<file path="src/rtl/sfp_drain_pkg.sv">
// Shared constants and types for the SFP output drain: default geometry and serializer state.
package sfp_drain_pkg;
    localparam int COL            = 8;
    localparam int PSUM_BW        = 16;
    localparam int LANES_PER_WORD = 2;
    localparam int DEPTH          = 4;

    localparam int WORDS_PER_VEC  = COL / LANES_PER_WORD;
    localparam int PTR_W          = $clog2(DEPTH) + 1;

    typedef enum logic {
        IDLE = 1'b0,
        SEND = 1'b1
    } state_t;
endpackage

</file>
<file path="src/rtl/vec_fifo.sv">
// Synchronous vector FIFO; pointers carry one extra MSB so full and empty are distinguishable.
module vec_fifo
    import sfp_drain_pkg::*;
#(
    parameter int width = COL * PSUM_BW,
    parameter int depth = DEPTH,
    parameter int ptr_w = PTR_W
) (
    input  logic             clk,
    input  logic             reset,
    input  logic             push,
    input  logic             pop,
    input  logic [width-1:0] wdata,
    output logic [width-1:0] rdata,
    output logic             full,
    output logic             empty
);
    localparam int IDX_W = ptr_w - 1;

    logic [width-1:0] r_mem [depth];
    logic [ptr_w-1:0] r_wr_ptr;
    logic [ptr_w-1:0] r_rd_ptr;

    always_ff @(posedge clk or negedge reset) begin
        if (!reset) begin
            r_wr_ptr <= '0;
            r_rd_ptr <= '0;
        end else begin
            if (push && !full)
                r_wr_ptr <= r_wr_ptr + ptr_w'(1);
            if (pop && !empty)
                r_rd_ptr <= r_rd_ptr + ptr_w'(1);
        end
    end

    // Storage is data only; it carries no reset.
    always_ff @(posedge clk) begin
        if (push && !full)
            r_mem[r_wr_ptr[IDX_W-1:0]] <= wdata;
    end

    assign full  = (r_wr_ptr[IDX_W-1:0] == r_rd_ptr[IDX_W-1:0]) &&
                   (r_wr_ptr[ptr_w-1] != r_rd_ptr[ptr_w-1]);
    assign empty = (r_wr_ptr == r_rd_ptr);
    assign rdata = r_mem[r_rd_ptr[IDX_W-1:0]];
endmodule

</file>
<file path="src/rtl/sfp_drain.sv">
// SFP output drain: buffers result vectors and serializes them into narrow words with a last-word flag.
module sfp_drain
    import sfp_drain_pkg::*;
#(
    parameter int col            = COL,
    parameter int psum_bw        = PSUM_BW,
    parameter int lanes_per_word = LANES_PER_WORD,
    parameter int depth          = DEPTH
) (
    input  logic                               clk,
    input  logic                               reset,
    input  logic                               in_valid,
    input  logic [col*psum_bw-1:0]             in_data,
    output logic                               in_ready,
    output logic                               out_valid,
    output logic [lanes_per_word*psum_bw-1:0]  out_data,
    output logic                               out_last,
    input  logic                               out_ready,
    output logic [15:0]                        vec_cnt
);
    localparam int VEC_W  = col * psum_bw;
    localparam int WORD_W = lanes_per_word * psum_bw;
    localparam int WPV    = col / lanes_per_word;
    localparam int WIDX_W = (WPV > 1) ? $clog2(WPV) : 1;

    state_t             r_state;
    state_t             w_next_state;
    logic [VEC_W-1:0]   r_vec;
    logic [VEC_W-1:0]   w_head;
    logic [WIDX_W-1:0]  r_widx;
    logic [15:0]        r_vec_cnt;
    logic               w_full;
    logic               w_empty;
    logic               w_push;
    logic               w_load;
    logic               w_fire;
    logic               w_last;

    // Readiness depends on registered occupancy only, so a same-cycle pop never admits a push.
    assign in_ready = !w_full;
    assign w_push   = in_valid && !w_full;
    assign vec_cnt  = r_vec_cnt;

    vec_fifo #(
        .width (VEC_W),
        .depth (depth),
        .ptr_w ($clog2(depth) + 1)
    ) u_fifo (
        .clk   (clk),
        .reset (reset),
        .push  (w_push),
        .pop   (w_load),
        .wdata (in_data),
        .rdata (w_head),
        .full  (w_full),
        .empty (w_empty)
    );

    always_ff @(posedge clk or negedge reset) begin
        if (!reset)
            r_state <= IDLE;
        else
            r_state <= w_next_state;
    end

    always_comb begin
        w_next_state = r_state;
        case (r_state)
            IDLE: if (!w_empty) w_next_state = SEND;
            SEND: if (w_fire && w_last && w_empty) w_next_state = IDLE;
            default: w_next_state = IDLE;
        endcase
    end

    // The next head is loaded on the last-word handshake so vectors stream without a bubble.
    always_comb begin
        out_valid = 1'b0;
        out_last  = 1'b0;
        out_data  = '0;
        w_last    = 1'b0;
        w_fire    = 1'b0;
        w_load    = 1'b0;
        case (r_state)
            IDLE: w_load = !w_empty;
            SEND: begin
                out_valid = 1'b1;
                w_last    = (r_widx == WIDX_W'(WPV - 1));
                out_last  = w_last;
                out_data  = r_vec[WORD_W-1:0];
                w_fire    = out_ready;
                w_load    = out_ready && w_last && !w_empty;
            end
            default: ;
        endcase
    end

    always_ff @(posedge clk) begin
        if (w_load)
            r_vec <= w_head;
        else if (w_fire)
            r_vec <= r_vec >> WORD_W;
    end

    always_ff @(posedge clk or negedge reset) begin
        if (!reset) begin
            r_widx    <= '0;
            r_vec_cnt <= '0;
        end else begin
            if (w_load)
                r_widx <= '0;
            else if (w_fire)
                r_widx <= r_widx + WIDX_W'(1);
            if (w_fire && w_last)
                r_vec_cnt <= r_vec_cnt + 16'd1;
        end
    end
endmodule
</file>
<file path="config.mk">
export PLATFORM = sky130hd
export DESIGN_NAME = sfp_drain
export DESIGN_NICKNAME = d
export VERILOG_FILES = /design/src/rtl/sfp_drain_pkg.sv /design/src/rtl/vec_fifo.sv /design/src/rtl/sfp_drain.sv
export SDC_FILE = /design/constraint.sdc
export NUM_CORES = 1
export LEC_CHECK = 0
export ABC_AREA = 1
export ABC_CLOCK_PERIOD_IN_PS = 8600
export CAP_MARGIN = 20
export CELL_PAD_IN_SITES_DETAIL_PLACEMENT = 1
export CELL_PAD_IN_SITES_GLOBAL_PLACEMENT = 1
export CORE_AREA = 2 2 230 232
export CTS_BUF_LIST = sky130_fd_sc_hd__clkbuf_4 sky130_fd_sc_hd__clkbuf_8
export DETAILED_ROUTE_END_ITERATION = 6
export DIE_AREA = 0 0 232 234
export PLACE_DENSITY_LB_ADDON = 0.1
export SLEW_MARGIN = 20
export SYNTH_ARGS = -nofsm -noshare
export SYNTH_HDL_FRONTEND = slang
export SYNTH_SLANG_ARGS = --single-unit
</file>
<file path="constraint.sdc">
create_clock -name clk -period 8.6 [get_ports clk]
set_input_delay 1.29 -clock clk [delete_from_list [all_inputs] [get_ports clk]]
set_output_delay 1.29 -clock clk [all_outputs]
set_load 0.02 [all_outputs]
</file>
==> results.ini, run 1 <==
[cts]
post_cts_resized=0
cts_max_level=3
clock_latency_ns=0.68
clockBufferDepth=3
numCtsBuffers=109
cts_tree=built
cts_num_sinks=665
clockRootBuffer=clkbuf_8
post-cts-setup-buffer-count=0
hold_buffers=0
path_clk_slew_ns=0.06

[setup_path]
worstPathArrival_ns=2.67
critPathCaptureType=output port
rr_startpoint=u_fifo.r_rd_ptr[1]
reg2reg_slack_ns=5.02
startpoint_type=flop
r2r_end=r_vec[31]
crit_type=reg -> out
crit_fanout=62
rr_worst_depth=7
cp.required_ns=7.31

[grt]
grt_max_degree=129
grt_pass1_wl_mm=96.2
met3_usage=0.0429
busiest_layer=met2
use_met2=0.386
grt_pass1_vias=16900
grt_use_total=0.233
use_met1=0.315
grt_overflow_total=0
grt_antenna_before_repair=4

[placed_design]
place_area_mm2=0.0282
post-dp-hpwl_mm=33.9
gp_congestion=0.750
dp_cells=2746
io_buffers=182

[floorplanning]
core_area_mm2=0.0520
io_pins=183
dieWidth_um=232
initial_core_util=0.495
row_count=84
die_h_um=234
die_area_mm2=0.0543

[timing]
period_share=0.460
tightest_slew_ns=1.07
skew_ns=0.0211
drv_slew=0
slew_headroom=0.288
rsz0062_at_grt=false
clock.fmax_mhz=253
hold_violations=0
setup_viol=0
fin_setup_tns_ns=0
fin_crit_ns=3.96

[route]
ant_nets=0
vias=15900
vias_per_cell=5.38
drtIter0Drc=1206
routedWlPerCell_um=21.2
dr.pass1.iters=7
wl_mm=62.5
drc=0

[synthesis]
ys_seq_area_frac=0.770
synth_cell_types=27
synth_area_mm2=0.0258
syn_avg_cell_area_um2=13.1
yosysWarnings=0
synth_nets=2110
postSynthCellCount=1971
synth-seq-cells=665

[cells_and_area]
regArea_mm2=0.0199
drive_gt1_frac=0.105
syn_to_final_growth_pct=17.7
multi_input_area_mm2=0.00522
final_common_cell=edfxtp_1
design_area_mm2=0.0303
fin_util=0.583
finalNetCount=2308
layout_common_cells=edfxtp_1, nand2_1, nor2_1
fill_cells=5162
final_cells=2952

[power_and_ir_drop]
p_leak_nw=10.8
p_per_area_mw_per_mm2=349
ir_worst_vdd_mv=0.183
finalPower_mw=10.6

[hold_path]
holdPathStages=2
hold_end=r_vec[45]
worstHoldPathType=reg -> reg
hp-start=r_vec[77]

[status]
status=completed

[flow_run]
cap_violations=0

==> report_power, final <==
group	switching (mW)	internal, mW
Combinational	2.09	0.867
Clock	1.23	1.48
Sequential	0.321	4.61
==> stage by stage <==
| stage | setup WS [ns] | hold WS (ns) |
|---|---|---|
| 2_1_floorplan | 1.19 | 0.495 |
| 3_3_place_gp | 4.21 | 0.481 |
| 3_5_place_dp | 4.06 | 0.511 |
| 4_1_cts | 4.54 | 0.521 |
| 5_1_grt | 4.48 | 0.542 |
| 6_report | 4.64 | 0.515 |
==> cells in the mapped netlist, drive strengths merged <==
master | instances | area (um2)
nor3 | 1 | 5.00
nor2 | 334 | 1270
ha | 7 | 87.6
inv | 59 | 221
xor2 | 4 | 35.0
edfxtp | 640 | 19200
a21oi | 33 | 274
nand2 | 374 | 1410
nand3b | 1 | 7.51
buf | 58 | 323
nand4 | 6 | 37.5
dfrtp | 25 | 626
o22ai | 96 | 601
clkbuf | 54 | 203
xnor2 | 12 | 113
o21ai | 258 | 1290
nand3 | 9 | 45.0
==> registers in the layout (all words and copies together), names as in the netlist <==
| name | flops |
|---|---|
| u_fifo.r_mem | 512 |
| r_vec | 128 |
| vec_cnt | 16 |
| u_fifo.r_rd_ptr | 3 |
| u_fifo.r_wr_ptr | 3 |
| r_widx | 2 |
| r_state | 1 |
==> cells by family (layout without fill, tap and decap cells) <==
group | after synthesis | after routing | synth area share
other | 0 | 4 | 0
and+or+nand+nor | 725 | 725 | 0.108
AOI/OAI and AO/OA | 387 | 387 | 0.0841
DFF | 665 | 665 | 0.770
buffers and inverters | 171 | 460 | 0.0290
adders and majority gates | 7 | 7 | 0.00340
xor gates and xnor gates | 16 | 16 | 0.00573
==> per-layer routing <==
metal / vias to the layer above / share of wire
li1: 7405 / -
met1: 8022 / 0.44
met2: 368 / 0.49
met3: 89 / 0.049
met4: 4 / 0.018
met5: - / 0.00032
==> area by class of cell <==
| cell class | count | area share |
|---|---|---|
| clock buffer | 153 | 0.0610 |
| inverter | 59 | 0.00763 |
| timing repair buffer | 199 | 0.0659 |
| clock inverter | 49 | 0.0100 |
| tap | 688 | 0.0284 |
| multi-input combinational | 1135 | 0.172 |
| sequential | 665 | 0.655 |
| antenna | 4 | 0.000330 |
==> worst max-delay path by stage <==
stage                  startpoint                 end  slack (ns)  depth (start not counted)
2_1_floorplan            in_valid  u_fifo.r_mem[0][0]        1.19                          2
3_5_place_dp            out_ready            r_vec[4]        4.06                         10
3_3_place_gp            out_ready          r_vec[102]        4.21                          8
5_1_grt        u_fifo.r_rd_ptr[1]            in_ready        4.48                          3
6_report       u_fifo.r_rd_ptr[1]            in_ready        4.64                          3
4_1_cts        u_fifo.r_rd_ptr[1]            in_ready        4.54                          3
==> critical path, cell delays in order (launching register included) <==
cell and delay, ns:
dfrtp_4 0.95, xnor2_1 0.23, nand3_1 0.18, clkdlybuf4s50_1 0.63
Note: power is estimated with default switching activity, not from simulation.
==> run 2: changes to the inputs <==
--- a/config.mk
+++ b/config.mk
@@ -6,7 +6,7 @@
 export NUM_CORES = 1
 export LEC_CHECK = 0
 export ABC_AREA = 1
-export ABC_CLOCK_PERIOD_IN_PS = 8600
+export ABC_CLOCK_PERIOD_IN_PS = 3900
 export CAP_MARGIN = 20
 export CELL_PAD_IN_SITES_DETAIL_PLACEMENT = 1
 export CELL_PAD_IN_SITES_GLOBAL_PLACEMENT = 1
==> constraint.sdc (replaced) <==
create_clock -name clk -period 3.9 [get_ports clk]
set_input_delay 0.585 -clock clk [delete_from_list [all_inputs] [get_ports clk]]
set_output_delay 0.585 -clock clk [all_outputs]
set_load 0.02 [all_outputs]
==> results.ini, run 2 (synthesis results as in run 1) <==
[timing]
skew_ns=0.0199  ; was 0.0211 ns
rsz0062_at_grt=false  ; unchanged
fin_ws_ns=0.976  ; was 4.64 ns
slew_headroom=0.183  ; was 0.288
period_share=0.750
clock.fmax_mhz=342
fin_setup_tns_ns=0  ; unchanged
tightest_slew_ns=1.23  ; was 1.07 ns
hold_violations=0  ; unchanged
drv_slew=0  ; unchanged
fin_crit_ns=2.92
setup_viol=0  ; unchanged

[cts]
clock_latency_ns=0.68  ; about the same
post-cts-setup-buffer-count=0  ; unchanged
cts_max_level=3  ; unchanged
clockBufferDepth=3  ; unchanged
numCtsBuffers=106  ; was 109
cts_num_sinks=665  ; unchanged
hold_buffers=0  ; unchanged
cts_tree=built  ; unchanged
post_cts_resized=0  ; unchanged
clockRootBuffer=clkbuf_8  ; unchanged
path_clk_slew_ns=0.06  ; about the same

[setup_path]
rr_startpoint=u_fifo.r_rd_ptr[0]  ; was u_fifo.r_rd_ptr[1]
critPathCaptureType=output port  ; unchanged
reg2reg_slack_ns=1.17  ; was 5.02 ns
crit_type=reg -> out  ; unchanged
startpoint_type=flop  ; unchanged
rr_worst_depth=5  ; was 7
worstPathArrival_ns=2.34  ; was 2.67 ns
cp.required_ns=3.31  ; was 7.31 ns
crit_path_end=out_data[27]  ; was in_ready
crit_fanout=36  ; was 62
critPathLaunch=r_state  ; was u_fifo.r_rd_ptr[1]
r2r_end=u_fifo.r_mem[0][123]  ; was r_vec[31]

[grt]
grt_pass1_vias=17200  ; was 16900
grt_antenna_before_repair=3  ; was 4
grt_max_degree=239  ; was 129
grt_overflow_total=0  ; unchanged
grt_use_total=0.238  ; was 0.233
grt_pass1_wl_mm=98.2  ; was 96.2 mm

[route]
dr.pass1.iters=5  ; was 7
drtIter0Drc=1135  ; was 1206
ant_nets=0  ; unchanged
vias_per_cell=5.45  ; was 5.38
drc=0  ; unchanged
vias=16100  ; was 15900
wl_mm=64.0  ; was 62.5 mm
routedWlPerCell_um=21.6  ; was 21.2 um

[cells_and_area]
largest_reg_flops=512  ; unchanged
layout_common_cells=edfxtp_1, nand2_1, nor2_1  ; unchanged
multi_input_area_mm2=0.00523  ; was 0.00522 mm2
regArea_mm2=0.0199  ; unchanged
syn_to_final_growth_pct=18.3  ; was 17.7%
fill_cells=5180  ; was 5162
drive_gt1_frac=0.110  ; was 0.105
final_common_cell=edfxtp_1  ; unchanged
finalNetCount=2321  ; was 2308

[placed_design]
gp_congestion=0.733  ; was 0.750
post-dp-hpwl_mm=36.9  ; was 33.9 mm
pre_cts_ws_ns=0.857  ; was 4.06 ns
io_buffers=182  ; unchanged

[flow_run]
cap_violations=0  ; unchanged

[floorplanning]
row_count=84  ; unchanged
core_area_mm2=0.0520  ; unchanged
initial_core_util=0.495  ; unchanged
die_h_um=234  ; unchanged
die_area_mm2=0.0543  ; unchanged
dieWidth_um=232  ; unchanged
io_pins=183  ; unchanged

[status]
status=completed  ; unchanged

[power_and_ir_drop]
p_per_area_mw_per_mm2=768  ; was 349 mW/mm2
p_leak_nw=10.9  ; was 10.8 nW
ir_worst_vdd_mv=0.675  ; was 0.183 mV

[hold_path]
worstHoldPathType=in -> async  ; was reg -> reg

-- run 2: changes by cell type in the layout (fill, tap and decap cells not counted), sizes merged, moves of 2 or more --
cell | previous run | this run
clkbuf | 153 | 157
inv | 60 | 62
clkinvlp | 5 | 2
buf | 17 | 33
bufinv | 3 | 1
clkinv | 40 | 31
-- run 2: stage by stage --
| step | hold WS, ns | utilization | instances | total power, mW | area [um2] |
|---|---|---|---|---|---|
| 6_report | 0.288 | 0.586 | 2961 | 23.4 | 30500 |
| 5_1_grt | 0.303 | 0.586 | 2959 | 24.7 | 30500 |
| 4_1_cts | 0.248 | 0.586 | 2956 | 23.7 | 30500 |
| 3_5_place_dp | 0.486 | 0.546 | 2762 | 17.9 | 28400 |
| 3_3_place_gp | 0.477 | 0.546 | 2762 | 17.5 | 28400 |
| 2_1_floorplan | 0.289 | - | 1971 | 15.0 | 25800 |
-- run 2: area by class of cell --
type	count	area share
sequential	665	0.651
clock inverter	37	0.00657
clock buffer	157	0.0608
multi-input combinational	1135	0.172
timing repair buffer	215	0.0736
inverter	59	0.00759
antenna	5	0.000410
tap	688	0.0282
-- run 2: worst max-delay path, stage by stage, from the launching register on --
cell,delay [ns]
dfrtp_1,0.38
buf_4,0.41
nand2_1,0.16
inv_1,0.09
clkdlybuf4s50_1,0.60
-- run 2: per-layer routing --
layer | vias up | share of wire | GRT usage
li1 | 7432 | - | -
met1 | 8219 | 0.45 | 0.326
met2 | 388 | 0.49 | 0.393
met3 | 98 | 0.045 | 0.0356
met4 | 0 | 0.022 | 0.0805
met5 | - | 0 | 0
-- run 2: worst min path at each step --
stage                         endpoint  depth (start not counted)
finish                     vec_cnt[15]                          2
global route        u_fifo.r_wr_ptr[1]                          2
CTS                 u_fifo.r_wr_ptr[1]                          2
detailed placement         vec_cnt[14]                          2
global placement           vec_cnt[14]                          2
floorplan                      r_state                          0
-- run 2: power breakdown --
| group | total (mW) | internal (mW) | leakage [nW] | switching (mW) |
|---|---|---|---|---|
| logic | 6.91 | 2.08 | 3.50 | 4.83 |
| registers | 10.8 | 10.1 | 6.31 | 0.635 |
| clock network | 5.75 | 3.11 | 1.10 | 2.65 |
